[src/rtl/pipeline_pkg.sv]
// Shared types and constants for the register-read/issue stage and its scoreboard.
package pipeline_pkg;

  localparam int unsigned DefDataWidth    = 64;
  localparam int unsigned DefPcWidth      = 64;
  localparam int unsigned DefRegAmountLog = 5;
  localparam int unsigned REG_COUNT       = 2 ** DefRegAmountLog;

  // Registered operand bundle handed to execute.
  typedef struct packed {
    logic [DefPcWidth-1:0]      pc;
    logic [DefDataWidth-1:0]    rs1_val;
    logic [DefDataWidth-1:0]    rs2_val;
    logic [DefRegAmountLog-1:0] rd;
    logic                       writes_rd;
  } issue_bundle_t;

endpackage

[src/rtl/reg_scoreboard.sv]
// Per-register busy bits: set on issue, cleared on writeback or when a flushed write is dropped.
module reg_scoreboard
  import pipeline_pkg::*;
#(
  parameter int unsigned REGISTER_AMOUNT_LOG = DefRegAmountLog
) (
  input  logic                           clk,
  input  logic                           reset,
  input  logic                           set_valid,
  input  logic [REGISTER_AMOUNT_LOG-1:0] set_reg,
  input  logic                           clr_valid,
  input  logic [REGISTER_AMOUNT_LOG-1:0] clr_reg,
  input  logic                           flush_clr_valid,
  input  logic [REGISTER_AMOUNT_LOG-1:0] flush_clr_reg,
  input  logic [REGISTER_AMOUNT_LOG-1:0] lookup_rs1,
  input  logic [REGISTER_AMOUNT_LOG-1:0] lookup_rs2,
  input  logic [REGISTER_AMOUNT_LOG-1:0] lookup_rd,
  output logic                           busy_rs1,
  output logic                           busy_rs2,
  output logic                           busy_rd
);

  localparam int unsigned NumRegs = 2 ** REGISTER_AMOUNT_LOG;

  logic [NumRegs-1:0] busy_d, busy_q;

  always_comb begin
    busy_d = busy_q;
    if (clr_valid)       busy_d[clr_reg]       = 1'b0;
    if (flush_clr_valid) busy_d[flush_clr_reg] = 1'b0;
    // Applied last so an issue and a writeback to the same register leave it busy.
    if (set_valid)       busy_d[set_reg]       = 1'b1;
    busy_d[0] = 1'b0;
  end

  always_ff @(posedge clk) begin
    if (reset) begin
      busy_q <= '0;
    end else begin
      busy_q <= busy_d;
    end
  end

  assign busy_rs1 = busy_q[lookup_rs1];
  assign busy_rs2 = busy_q[lookup_rs2];
  assign busy_rd  = busy_q[lookup_rd];

endmodule

[src/rtl/reg_read_stage.sv]
// Register-read/issue stage: reads operands with writeback bypass, stalls on RAW/WAW
// hazards and holds the issued bundle in a valid/ready output register.
module reg_read_stage
  import pipeline_pkg::*;
#(
  parameter int unsigned DATA_WIDTH          = DefDataWidth,
  parameter int unsigned REGISTER_AMOUNT_LOG = DefRegAmountLog,
  parameter int unsigned PC_WIDTH            = DefPcWidth
) (
  input  logic                           clk,
  input  logic                           reset,
  input  logic                           in_valid,
  output logic                           in_ready,
  input  logic [PC_WIDTH-1:0]            in_pc,
  input  logic [REGISTER_AMOUNT_LOG-1:0] in_rs1,
  input  logic [REGISTER_AMOUNT_LOG-1:0] in_rs2,
  input  logic [REGISTER_AMOUNT_LOG-1:0] in_rd,
  input  logic                           in_writes_rd,
  output logic [REGISTER_AMOUNT_LOG-1:0] rf_read1,
  output logic [REGISTER_AMOUNT_LOG-1:0] rf_read2,
  input  logic [DATA_WIDTH-1:0]          rf_out1,
  input  logic [DATA_WIDTH-1:0]          rf_out2,
  output logic [REGISTER_AMOUNT_LOG-1:0] rf_write_reg,
  output logic [DATA_WIDTH-1:0]          rf_write_data,
  input  logic                           wb_valid,
  input  logic [REGISTER_AMOUNT_LOG-1:0] wb_rd,
  input  logic [DATA_WIDTH-1:0]          wb_data,
  input  logic                           flush,
  output logic                           out_valid,
  input  logic                           out_ready,
  output logic [PC_WIDTH-1:0]            out_pc,
  output logic [DATA_WIDTH-1:0]          out_rs1_val,
  output logic [DATA_WIDTH-1:0]          out_rs2_val,
  output logic [REGISTER_AMOUNT_LOG-1:0] out_rd,
  output logic                           out_writes_rd
);

  issue_bundle_t bundle_d, bundle_q;
  logic          out_valid_d, out_valid_q;

  logic busy_rs1, busy_rs2, busy_rd;
  logic byp1, byp2;
  logic src_ok1, src_ok2, dst_ok, space, fire;
  logic [DATA_WIDTH-1:0] op1, op2;
  logic sb_set, sb_clr, sb_flush_clr;

  assign rf_read1      = in_rs1;
  assign rf_read2      = in_rs2;
  // Idle cycles become a harmless write to x0.
  assign rf_write_reg  = wb_valid ? wb_rd : '0;
  assign rf_write_data = wb_valid ? wb_data : '0;

  assign byp1 = wb_valid && (wb_rd != '0) && (wb_rd == in_rs1);
  assign byp2 = wb_valid && (wb_rd != '0) && (wb_rd == in_rs2);
  assign op1  = byp1 ? wb_data : ((in_rs1 == '0) ? '0 : rf_out1);
  assign op2  = byp2 ? wb_data : ((in_rs2 == '0) ? '0 : rf_out2);

  assign src_ok1 = !busy_rs1 || byp1;
  assign src_ok2 = !busy_rs2 || byp2;
  assign dst_ok  = !in_writes_rd || (in_rd == '0) || !busy_rd || (wb_valid && (wb_rd == in_rd));
  assign space   = !out_valid_q || out_ready;

  assign in_ready = space && src_ok1 && src_ok2 && dst_ok && !flush && !reset;
  assign fire     = in_valid && in_ready;

  assign sb_set       = fire && in_writes_rd && (in_rd != '0);
  assign sb_clr       = wb_valid && (wb_rd != '0);
  // A flushed bundle's write will never come back, so release its destination.
  assign sb_flush_clr = flush && out_valid_q && bundle_q.writes_rd && (bundle_q.rd != '0);

  reg_scoreboard #(
    .REGISTER_AMOUNT_LOG(REGISTER_AMOUNT_LOG)
  ) u_scoreboard (
    .clk            (clk),
    .reset          (reset),
    .set_valid      (sb_set),
    .set_reg        (in_rd),
    .clr_valid      (sb_clr),
    .clr_reg        (wb_rd),
    .flush_clr_valid(sb_flush_clr),
    .flush_clr_reg  (bundle_q.rd),
    .lookup_rs1     (in_rs1),
    .lookup_rs2     (in_rs2),
    .lookup_rd      (in_rd),
    .busy_rs1       (busy_rs1),
    .busy_rs2       (busy_rs2),
    .busy_rd        (busy_rd)
  );

  always_comb begin
    bundle_d    = bundle_q;
    out_valid_d = out_valid_q;
    if (flush) begin
      out_valid_d = 1'b0;
    end else if (fire) begin
      bundle_d.pc        = in_pc;
      bundle_d.rs1_val   = op1;
      bundle_d.rs2_val   = op2;
      bundle_d.rd        = in_rd;
      bundle_d.writes_rd = in_writes_rd;
      out_valid_d        = 1'b1;
    end else if (space) begin
      out_valid_d = 1'b0;
    end
  end

  always_ff @(posedge clk) begin
    if (reset) begin
      bundle_q    <= '0;
      out_valid_q <= 1'b0;
    end else begin
      bundle_q    <= bundle_d;
      out_valid_q <= out_valid_d;
    end
  end

  assign out_valid     = out_valid_q;
  assign out_pc        = bundle_q.pc;
  assign out_rs1_val   = bundle_q.rs1_val;
  assign out_rs2_val   = bundle_q.rs2_val;
  assign out_rd        = bundle_q.rd;
  assign out_writes_rd = bundle_q.writes_rd;

endmodule

[config.mk]
export PLATFORM = sky130hd
export DESIGN_NAME = reg_read_stage
export DESIGN_NICKNAME = d
export VERILOG_FILES = /design/src/rtl/pipeline_pkg.sv /design/src/rtl/reg_scoreboard.sv /design/src/rtl/reg_read_stage.sv
export SDC_FILE = /design/constraint.sdc
export NUM_CORES = 1
export LEC_CHECK = 0
export BUFFER_PORTS_ARGS = -buffer_cell sky130_fd_sc_hd__buf_2
export CAP_MARGIN = 10
export CORE_AREA = 4 4 214 216
export DETAILED_ROUTE_END_ITERATION = 7
export DIE_AREA = 0 0 218 220
export GPL_TIMING_DRIVEN = 1
export PLACE_DENSITY = 0.61
export SETUP_SLACK_MARGIN = 0.4
export SYNTH_ARGS = -nofsm -noshare
export SYNTH_HDL_FRONTEND = slang
export SYNTH_SLANG_ARGS = --single-unit
[constraint.sdc]
create_clock -name clk -period 3.5 [get_ports clk]
set_input_delay 0.7 -clock clk [delete_from_list [all_inputs] [get_ports clk]]
set_output_delay 0.7 -clock clk [all_outputs]
set_load 0.1 [all_outputs]
### Word level (Yosys, flattened, before mapping)

Cells that the tools add are included.

* flip-flop bits (word level): 231
* bits of input ports: 283
* output and inout bits: 279
* word-level logic and storage cells: 88

* magnitude comparators: 8
* equality and inequality tests: 3
* multiplexer cells: 23
* bitwise logic cells: 6
* reduce and logical (&&, ||, !) cells: 40

Operators with widths (count)
* two-way mux 64 bit: 5
* two-way mux 32 bit: 3
* bitwise AND 32 bit: 2
* NOT 32 bit: 2
* bitwise OR 32 bit: 1
* < comparator 5 x 6 -> 1 bit (second input constant): 5
* logical AND 1 bit: 18
* binary-select mux 1 bit (select 5 bit): 3
* demux 1 bit (select 5 bit): 3
* == test 5 bit: 3
* >= comparator 5 x 1 -> 1 bit (second input constant): 3
* zero test 5 bit: 3
* nonzero test 5 bit: 3
* two-way mux 1 bit: 8
* zero test 1 bit: 7
* logical OR 1 bit: 6
* two-way mux 5 bit: 1
* AND reduction 2 bit: 1
* nonzero test 2 bit: 1
* OR reduction 2 bit: 1
* NOT 1 bit: 1

### Longest topological paths before layout

Gate-level depths: netlist (run 1).

* depth after elaboration: 13
* mapped depth: 11
* gate-level depth less buffers: 7

### Modules after synthesis

Synthesis (run 1) repeated with hierarchy kept, for this count alone.

* cells, all modules: 1688
* area, all modules: 14630.3 µm²

Modules (own cells, without submodules)
* reg_read_stage: times used 1, cells each 1407, area an instance 12155.4 µm², seq. area each 3983.8 µm²
* reg_scoreboard: times used 1, cells each 281, area an instance 2474.9 µm², seq. area each 620.6 µm²

### Least setup slack after synthesis (run 1)

No wires, ideal clock.

* path type: in2out
* start point: in in_rd[0]
* end point: out in_ready
* data arrival time: 3.236 ns
* required time: 2.800 ns
* setup slack: -0.436 ns
* stages: 8
* path buffers: 2
* cell sequence: buf_4 -> buf_6 -> mux4_2 -> a32oi_1 -> o221ai_1 -> o21ai_1 -> nand3_1 -> nor2_1

* word-level cells in the longest chain between the ends: 8
* elaborated cells on any way between the ends: 12
* classes of those cells: 1 x eq/ne; 2 x mux; 9 x reduce/logical

RTL lines
* start, declared: RTL line reg_read_stage.sv:17 `input logic [REGISTER_AMOUNT_LOG-1:0] in_rd,`
* binary-select mux 1 bit (select 5 bit): RTL line reg_scoreboard.sv:46 `assign busy_rd = busy_q[lookup_rd];`
* two-way mux 1 bit (not written as such): RTL line reg_scoreboard.sv:46
* zero test 1 bit: RTL line reg_read_stage.sv:60 `assign dst_ok = !in_writes_rd || (in_rd == '0) || !busy_rd || (wb_valid && (wb_rd == in_rd));`
* logical OR 1 bit: RTL line reg_read_stage.sv:60
* logical OR 1 bit *: RTL line reg_read_stage.sv:60
* logical AND 1 bit * (3 in series): RTL line reg_read_stage.sv:63 `assign in_ready = space && src_ok1 && src_ok2 && dst_ok && !flush && !reset;`
* end, declared: RTL line reg_read_stage.sv:13 `output logic in_ready,`

Every way passes the cells marked *; elsewhere a longest branch is shown, timed or not. The select of a mux whose other input is x is not followed.

### Worst setup path after layout (run 1)

* start point: in in_rd[1]
* end point: out in_ready

The elaborated chain is that of the path after synthesis.

==> impl_metrics.ini, run 1 <==
[run_status]
outcome = completed

[drt]
vias = 12600
via_per_inst = 5.06
ant_nets = 0
wl_per_cell_um = 21.5
drt_iter0_markers = 1006
drc = 0
routed_wl_um = 53700
drt-pass1-iter-count = 7

[placed_design]
place_ws_ns = 0.0792
dp.cells = 2444
place_congestion = 0.963
io_buffers = 561
hpwlAfterDp_um = 38600
place_area_sq_mm = 0.0165

[min_path]
hp-class = in2reg
hold_start = in_pc[12]

[power]
clockPowerShare_pct = 38.0
swShare_pct = 35.4
peakVddDrop_mv = 0.329
cellPowerDensity_mw_per_mm2 = 439
combPwrFrac_pct = 26.1
power.total_mw = 7.68
internal-power_mw = 4.96
leakagePower_nw = 8.90
p_sw_mw = 2.72
seqPwrFrac_pct = 35.9

[sta]
fmax_mhz = 323
fin_crit_ns = 3.10
final.setup.tns_ns = 0
worst_pin_slew_ns = 0.820
timing.hold.ws_ns = 0.375
timing.final.ws_setup_ns = 0.401
hold_viol_final = 0
slew_headroom_pct = 45.1
rsz0062_at_grt = true
setup_viol = 0
post-route-period-util_pct = 88.6
maxSlewViolCount = 0
skew_ns = 0.0110

[synthesis]
synth_top_cell_by_area = dfxtp_1
muxShareOfSynthArea_pct = 21.9
synth_top_family_by_area = simple AND/OR/NAND/NOR gates
yosys.area_share.adder_pct = 0
synth-simple-area-share_pct = 26.0
synth_nets = 1672
synth_compound_area_share_pct = 10.3
netlist_area_sq_mm = 0.0130
synthDistinctLibCells = 47
ys.flop_type = dfxtp_1
ys_seq_area_share_pct = 35.4
synthTopCellsByArea = dfxtp_1 (35%), mux2i_1 (9.6%), nand2b_1 (6.6%), mux2_4 (6.2%), nor2b_1 (5.6%)
synth_top_area_share_pct = 35.4
synthCells = 1389
ys_ff_latch = 230
synth_xor_area_share_pct = 1.01
yosys_warnings = 0
synthArstFlopShare_pct = 0
synth-edff-count = 0
synth_area_per_cell_sq_um = 9.36

[global_routing]
grt_usage_pct = 20.8
grt_overflow_total = 0
grt_pass1_vias = 12700
grt_max_degree = 150
antenna_found_initial = 7
grt_pass1_wl_um = 78400

[floorplanning]
start_util_pct = 29.6
num_rows = 77
die_area_sq_mm = 0.0480
io_pins = 562
core_sq_mm = 0.0439
fp.dieW_um = 218
die_h_um = 220

[cells_and_area]
fin_cells = 2497
fill_cells = 4463
multi_input_area_sq_mm = 0.00777
syn_to_final_growth_pct = 34.5
finish.utilization_pct = 39.8
stdcell_area_sq_mm = 0.0175
drive_gt1_share_pct = 41.3
finalNetCount = 2169
register_area_sq_mm = 0.00461

[critical_path]
crit_path_start = in_rd[1]
path_max_fanout = 9
crit_required_ns = 2.80
cp.arrival_ns = 2.40
endpoint_kind = primary output
reg2reg_from = u_scoreboard.busy_q[25]
setup.worst_path.start_class = input port
critical_path_class = in2out

[cts]
clk_latency_ns = 0.55
numCtsBuffers = 28
cts.htree.levels = 1
cts.sinks = 230
cts.hold.buffers_added = 0
root_buffer = clkbuf_16
clock_path_buffers = 3
path_clk_slew_ns = 0.06
cts_tree = done

[run]
max-cap-violations = 0
[sequential cells by signal, indices dropped and copies added (netlist names)]
signal,count
out_rd,5
out_writes_rd,1
out_valid,1
u_scoreboard.busy_q,31
out_pc,64
out_rs2_val,64
out_rs1_val,64
[per-layer routing]
| layer | GRT usage (%) | vias to the layer above | wire [um] |
|---|---|---|---|
| li1 | - | 5858 | - |
| met3 | 6.21 | 112 | 5080 |
| met5 | 0 | - | 25 |
| met2 | 33.8 | 592 | 24700 |
| met4 | 7.56 | 4 | 2170 |
| met1 | 26.3 | 6071 | 21700 |
[critical path, cell delays in order]
cell and delay (ns):
buf_2 0.27, buf_4 0.25, mux4_2 0.31, nand2b_1 0.10
nand4_1 0.16, o21ai_2 0.19, nand3_2 0.10, nor2_4 0.13
buf_12 0.18
[logic make-up after synthesis]
logic type	Yosys count
simple gates	563
mux	230
flops	230
compound gates	208
buf+inv	143
xor+xnor	15
[what timing repair did]
action,CTS,global route
resized for setup,14,7
pin swaps,3,2
setup endpoints to repair,1,1
setup buffers,4,0
[path summary, 6_finish.rpt]
| check | end | slack (ns) | cells past startpoint |
|---|---|---|---|
| max | in_ready | 0.40 | 9 |
| min | out_pc[12] | 0.38 | 2 |
| max reg2reg | out_rs2_val[1] | 0.67 | 9 |
| min reg2reg | out_rs1_val[42] | 0.47 | 2 |
[synthesized netlist by cell type (2+ instances only)]
cell	count
dfxtp_1	230
mux2i_1	124
nand3b_1	10
xor2_1	4
o31ai_1	24
buf_4	23
mux2_4	54
nor3_1	5
xnor2_1	11
or3b_2	7
o21ai_0	7
or3_1	8
o221ai_1	28
nand2b_1	137
nand3_1	44
nor2_1	8
and3_1	98
nor3b_1	10
buf_6	9
buf_1	2
and2_1	68
nor2b_1	116
mux2_2	33
a22oi_1	2
a211oi_1	3
a21oi_1	128
buf_2	14
o41ai_2	8
clkbuf_1	89
inv_1	6
mux4_2	18
nand2_1	46
[final cells by class]
type | instances | area share (%)
antenna | 3 | 0.0430
sequential | 230 | 26.4
multi-input combinational | 1016 | 44.5
timing repair buffer | 604 | 19.6
clock inverter | 8 | 0.551
tap | 592 | 4.24
inverter | 6 | 0.129
clock buffer | 38 | 4.63
[power groups by stage]
stage	Sequential [mW]	Clock, mW	Combinational, mW
4_1_cts	2.76	3.00	2.00
2_1_floorplan	3.43	0	0.860
5_1_grt	2.77	3.09	2.09
3_3_place_gp	2.81	0	1.99
3_5_place_dp	2.81	0	1.99
6_report	2.76	2.92	2.00
[placed cells by master, fill, tap and decap left out, types with 3 or more instances in the layout]
cell	instances
buf_2	547
dfxtp_1	225
nand2b_1	137
a21oi_1	128
mux2i_1	124
nor2b_1	116
and3_1	98
and2_1	68
mux2_4	54
nand2_1	44
nand3_1	43
buf_4	34
mux2_2	33
clkbuf_16	29
o221ai_1	27
o31ai_1	24
buf_12	20
mux4_2	18
xnor2_1	11
nand3b_1	10
nor3b_1	10
o41ai_2	8
o21ai_0	7
nor2_1	7
or3b_2	7
inv_1	6
or3_1	6
clkbuf_8	5
dfxtp_2	5
xor2_1	4
clkinv_2	4
clkbuf_1	4
diode_2	3
a211oi_1	3
nor3_1	3
(Power assumes the default switching activity.)
==> run 2, diff against run 1 <==
--- a/config.mk
+++ b/config.mk
@@ -11,8 +11,9 @@
 export DETAILED_ROUTE_END_ITERATION = 7
 export DIE_AREA = 0 0 218 220
 export GPL_TIMING_DRIVEN = 1
-export PLACE_DENSITY = 0.61
+export PLACE_DENSITY = 0.56
 export SETUP_SLACK_MARGIN = 0.4
 export SYNTH_ARGS = -nofsm -noshare
 export SYNTH_HDL_FRONTEND = slang
+export SYNTH_HIERARCHICAL = 1
 export SYNTH_SLANG_ARGS = --single-unit
==> run 2 against run 1 <==
Effect of this change: wire length is 12% higher; hold slack better by 0.0082 ns; combinational power is 4% higher; final cell count is 11% higher; sequential share of layout area is 1.8 points lower; largest power group unchanged.
==> impl_metrics.ini, run 2 <==
[run_status]
outcome = completed

[floorplanning]
num_rows = 77
start_util_pct = 33.3
die_area_sq_mm = 0.0480
core_sq_mm = 0.0439
die_h_um = 220
fp.dieW_um = 218
io_pins = 562

[global_routing]
grt_overflow_total = 0
grt_max_degree = 184
grt_pass1_vias = 14000
antenna_found_initial = 11
grt_usage_pct = 23.0
grt_pass1_wl_um = 87300

[power]
cellPowerDensity_mw_per_mm2 = 410
leakagePower_nw = 8.93
peakVddDrop_mv = 0.337

[critical_path]
slowest_stage = buf_2
crit_required_ns = 2.80
endpoint_kind = primary output
slowest_delay_ns = 0.33
r2r_cells = 12
setup.worst_path.start_class = input port
worstPathCellList = buf_2 > buf_4 > xor2_1 > nor4_1 > a311o_1 > nand2_2 > nor3b_4 > buf_12
path_max_fanout = 13
cp.arrival_ns = 2.51
critical_path_class = in2out

[synthesis]
yosys_warnings = 6
synthArstFlopShare_pct = 0
ys_seq_area_share_pct = 31.5
synth_nets = 1971
synth_area_per_cell_sq_um = 8.67
synthCells = 1688
ys_ff_latch = 230
synth_commonest_cells = dfxtp_1 (230), nand2b_1 (147), a21oi_1 (138), nor2b_1 (132), clkbuf_1 (127)
netlist_area_sq_mm = 0.0146
synth-edff-count = 0
synth_most_common_cell = dfxtp_1
synthTopCellsByArea = dfxtp_1 (31%), mux2_2 (6.8%), mux2i_1 (6.6%), nand2b_1 (6.3%), nor2b_1 (5.6%)
ys.flop_type = dfxtp_1
synth_top_area_share_pct = 31.5
synthDistinctLibCells = 46
synth_top_cell_by_area = dfxtp_1

[drt]
vias = 15100
ant_nets = 0
drt-pass1-iter-count = 5
via_per_inst = 5.48
drc = 0
wl_per_cell_um = 21.7
drt_iter0_markers = 1293
routed_wl_um = 60000

[placed_design]
hpwlAfterDp_um = 43100
place_area_sq_mm = 0.0178
io_buffers = 561
place_congestion = 0.890

[cts]
root_buffer = clkbuf_16
numCtsBuffers = 29
clock_path_buffers = 3
cts.htree.levels = 1
clk_latency_ns = 0.55
cts.sinks = 230
cts.hold.buffers_added = 0
path_clk_slew_ns = 0.06
cts_tree = done

[sta]
worst_pin_slew_ns = 1.04
final.setup.tns_ns = 0
skew_ns = 0.0103
slew_headroom_pct = 30.8
maxSlewViolCount = 0
setup_viol = 0
fmax_mhz = 312
post-route-period-util_pct = 91.7
hold_viol_final = 0
rsz0062_at_grt = true
fin_crit_ns = 3.21

[cells_and_area]
layout_commonest_cell = buf_2
finalNetCount = 2421
stdcell_area_sq_mm = 0.0188
fill_cells = 4457
multi_input_area_sq_mm = 0.00907
syn_to_final_growth_pct = 28.7
layout_common_cells = buf_2 (557), dfxtp_1 (218), nand2b_1 (146)
drive_gt1_share_pct = 36.2
register_area_sq_mm = 0.00462

[run]
max-cap-violations = 0

[min_path]
min_path_cells = 2
hp-class = in2reg
run 2: cell types whose count changed in the layout (fill, tap and decap cells not counted), sizes merged, moves of 38 or more:
| cell | previous run | this run |
|---|---|---|
| and3 | 98 | 7 |
| a22oi | 2 | 68 |
| nand4 | 1 | 67 |
| a21o | 0 | 64 |
| o311ai | 0 | 64 |
| o21ai | 9 | 66 |
| mux2 | 88 | 128 |
| nand2 | 46 | 8 |
run 2: cell type report:
cell class                      count  share of cell area [%]
Multi-Input combinational cell   1257                    48.2
Antenna cell                       10                   0.133
Clock inverter                      8                   0.379
Tap cell                          592                    3.93
Clock buffer                       43                    4.45
Timing Repair Buffer              614                    18.2
Inverter                            6                   0.120
Sequential cell                   230                    24.5
run 2: final timing paths:
| check | slack (ns) | startpoint | to |
|---|---|---|---|
| worst max-delay path | 0.29 | in_rd[2] | in_ready |
| worst min-delay path | 0.38 | flush | out_valid |
| worst max register to register | 0.85 | u_scoreboard/busy_q[10] | out_pc[10] |
| worst min register to register | 0.47 | out_pc[1] | out_pc[1] |
run 2: worst max-delay path: cells and delay by family:
kind            cells  cell delay [ns]
simple gates        3             0.60
xor+xnor            1             0.09
buf+inv             3             0.82
compound gates      1             0.28
run 2: routing by layer:
layer	vias up	share of wire, %	track usage, %
met4	0	2.5	6.09
met5	-	0	0
met2	804	45	36.2
met3	91	9.9	6.44
li1	7001	-	-
met1	7229	43	31.0
run 2: cells by family after synthesis:
family	synth area share [%]
compound gates	18.4
xor+xnor	0.898
buf+inv	6.97
flops	31.5
mux	18.0
simple gates	24.3
run 2: repair_timing:
item | 4_1_cts | 5_1_grt
buffers inserted | 0 | 1
cloned | 0 | 0
endpoints found under the setup margin | 1 | 1
pin swaps | 3 | 2
gates resized for setup | 18 | 2
run 2: metrics by stage:
stage	setup slack, ns	utilization (%)	cells	power [mW]	hold slack (ns)
final	0.292	42.9	2760	7.71	0.384
after floorplan	0.0876	-	1688	4.27	0.484
after global placement	0.238	40.6	2698	4.83	0.458
after global routing	0.258	42.8	2757	8.01	0.357
after detailed placement	0.199	40.6	2698	4.84	0.463
after CTS	0.305	42.8	2749	7.81	0.337
run 2: power by group:
group          total [mW]  switching (mW)  internal, mW
Sequential           2.72          0.0369          2.68
Clock                2.91            1.19          1.72
Combinational        2.08            1.56         0.519
==> run 3, diff against run 2 <==
--- a/config.mk
+++ b/config.mk
@@ -12,6 +12,7 @@
 export DIE_AREA = 0 0 218 220
 export GPL_TIMING_DRIVEN = 1
 export PLACE_DENSITY = 0.56
+export RECOVER_POWER = 50
 export SETUP_SLACK_MARGIN = 0.4
 export SYNTH_ARGS = -nofsm -noshare
 export SYNTH_HDL_FRONTEND = slang
==> run 3 against run 2 <==
Effect of this change: non-clock buffer count unchanged; design area decreased by 1.7%; global-route usage unchanged; combinational power about the same; clock skew about the same; via count increased by 0.52%; sequential share of layout area increased by 0.42 points.
==> impl_metrics.ini, run 3 (synthesis results as in run 2) <==
[cells_and_area]
layout_common_cells = buf_2 (318), clkbuf_1 (247), dfxtp_1 (218)
stdcell_area_sq_mm = 0.0185
syn_to_final_growth_pct = 26.6
fin_cells = 2760
finalNetCount = 2421
drive_gt1_share_pct = 25.2
layout_commonest_cell = buf_2
finish.utilization_pct = 42.1

[critical_path]
cp.depth = 8
reg2reg_from = u_scoreboard/busy_q[10]
endpoint_kind = primary output
path_max_fanout = 13
worstPathCellList = buf_2 > buf_4 > xor2_1 > nor4_1 > a311o_1 > nand2_2 > nor3b_4 > buf_12
worst-path-buf-inv = 3
crit_family = buffers and inverters
setup.worst_path.start_class = input port
critPathCapture = in_ready
worstReg2RegEnd = out_rs2_val[42]
slowest_stage = buf_2
cp.arrival_ns = 2.50
critical_path_class = in2out
crit_required_ns = 2.80
r2r_cells = 11
rrSetupSlack_ns = 0.62
slowest_delay_ns = 0.33
crit_path_start = in_rd[2]

[sta]
timing.hold.ws_ns = 0.399
post-route-period-util_pct = 91.6
maxSlewViolCount = 0
rsz0062_at_grt = true
setup_viol = 0
hold_viol_final = 0
final.setup.tns_ns = 0
worst_pin_slew_ns = 1.46
fmax_mhz = 312
slew_headroom_pct = 2.85
fin_crit_ns = 3.20
skew_ns = 0.00991
timing.final.ws_setup_ns = 0.295

[floorplanning]
die_h_um = 220
core_sq_mm = 0.0439
fp.dieW_um = 218
io_pins = 562
num_rows = 77
die_area_sq_mm = 0.0480
start_util_pct = 33.3

[cts]
cts.sinks = 230
path_clk_slew_ns = 0.06
cts_tree = done
root_buffer = clkbuf_16
clock_path_buffers = 3
cts.hold.buffers_added = 0
cts.htree.levels = 1
clk_latency_ns = 0.55
numCtsBuffers = 29

[drt]
vias = 15200
via_per_inst = 5.51
drt-pass1-iter-count = 5
drt_iter0_markers = 1273
wl_per_cell_um = 21.8
ant_nets = 0
routed_wl_um = 60200
drc = 0

[power]
cellPowerDensity_mw_per_mm2 = 415
power.total_mw = 7.69
leakagePower_nw = 7.93
peakVddDrop_mv = 0.335

[run_status]
outcome = completed

[min_path]
hp-class = in2reg
min_path_cells = 3

[global_routing]
antenna_found_initial = 11
grt_usage_pct = 23.0
grt_overflow_total = 0
grt_pass1_vias = 14000
grt_max_degree = 184
grt_pass1_wl_um = 87300

[placed_design]
dp.cells = 2698
place_area_sq_mm = 0.0178
place_congestion = 0.890
hpwlAfterDp_um = 43100
io_buffers = 561
place_ws_ns = 0.199

[run]
max-cap-violations = 0
==> run 3: changes by cell type in the layout (fill, tap and decap cells not counted) <==
cell	delta
clkbuf_4	+1
buf_12	-1
buf_4	-1
clkbuf_2	+1
clkbuf_1	+239
buf_2	-239
==> run 3: what timing repair did <==
| action | in CTS | in global routing |
|---|---|---|
| cloned | 0 | 0 |
| buffers inserted | 0 | 1 |
| pin swaps | 3 | 2 |
| resized for setup | 18 | 2 |
| endpoints found under the setup margin | 1 | 1 |
==> run 3: metal layers <==
layer,vias up,track usage (%),share of wire [%]
met2,803,36.2,45
met1,7302,31.0,43
met4,0,6.09,2.5
met5,-,0,0
li1,6999,-,-
met3,100,6.44,10
==> run 3: worst min-delay path, delay by kind of cell <==
family / cells / cell delay (ns)
buffers and inverters: 1 / 0.09
muxes: 1 / 0.06
and+or+nand+nor: 1 / 0.05
==> run 3: power by group <==
part           switching, mW  total (mW)  internal (mW)
Sequential            0.0386        2.72           2.68
Combinational           1.56        2.06          0.493
Clock                   1.19        2.91           1.72
Total                   2.80        7.69           4.89
==> run 3: layout make-up <==
| type | count | area, sq um |
|---|---|---|
| antenna | 10 | 25.0 |
| clock buffer | 43 | 838 |
| clock inverter | 8 | 71.3 |
| fill | 4590 | 25400 |
| inverter | 6 | 22.5 |
| multi-input combinational | 1257 | 9070 |
| sequential | 230 | 4620 |
| tap | 592 | 741 |
| timing repair buffer | 614 | 3120 |
==> run 3: how the worst min path moves through the flow <==
stage                             from                 endpoint
2_1_floorplan  u_scoreboard/busy_q[17]  u_scoreboard/busy_q[17]
3_3_place_gp                out_pc[35]               out_pc[35]
3_5_place_dp                 out_pc[1]                out_pc[1]
4_1_cts                          flush                out_valid
5_1_grt                          flush                out_valid
6_report                      in_pc[8]                out_pc[8]
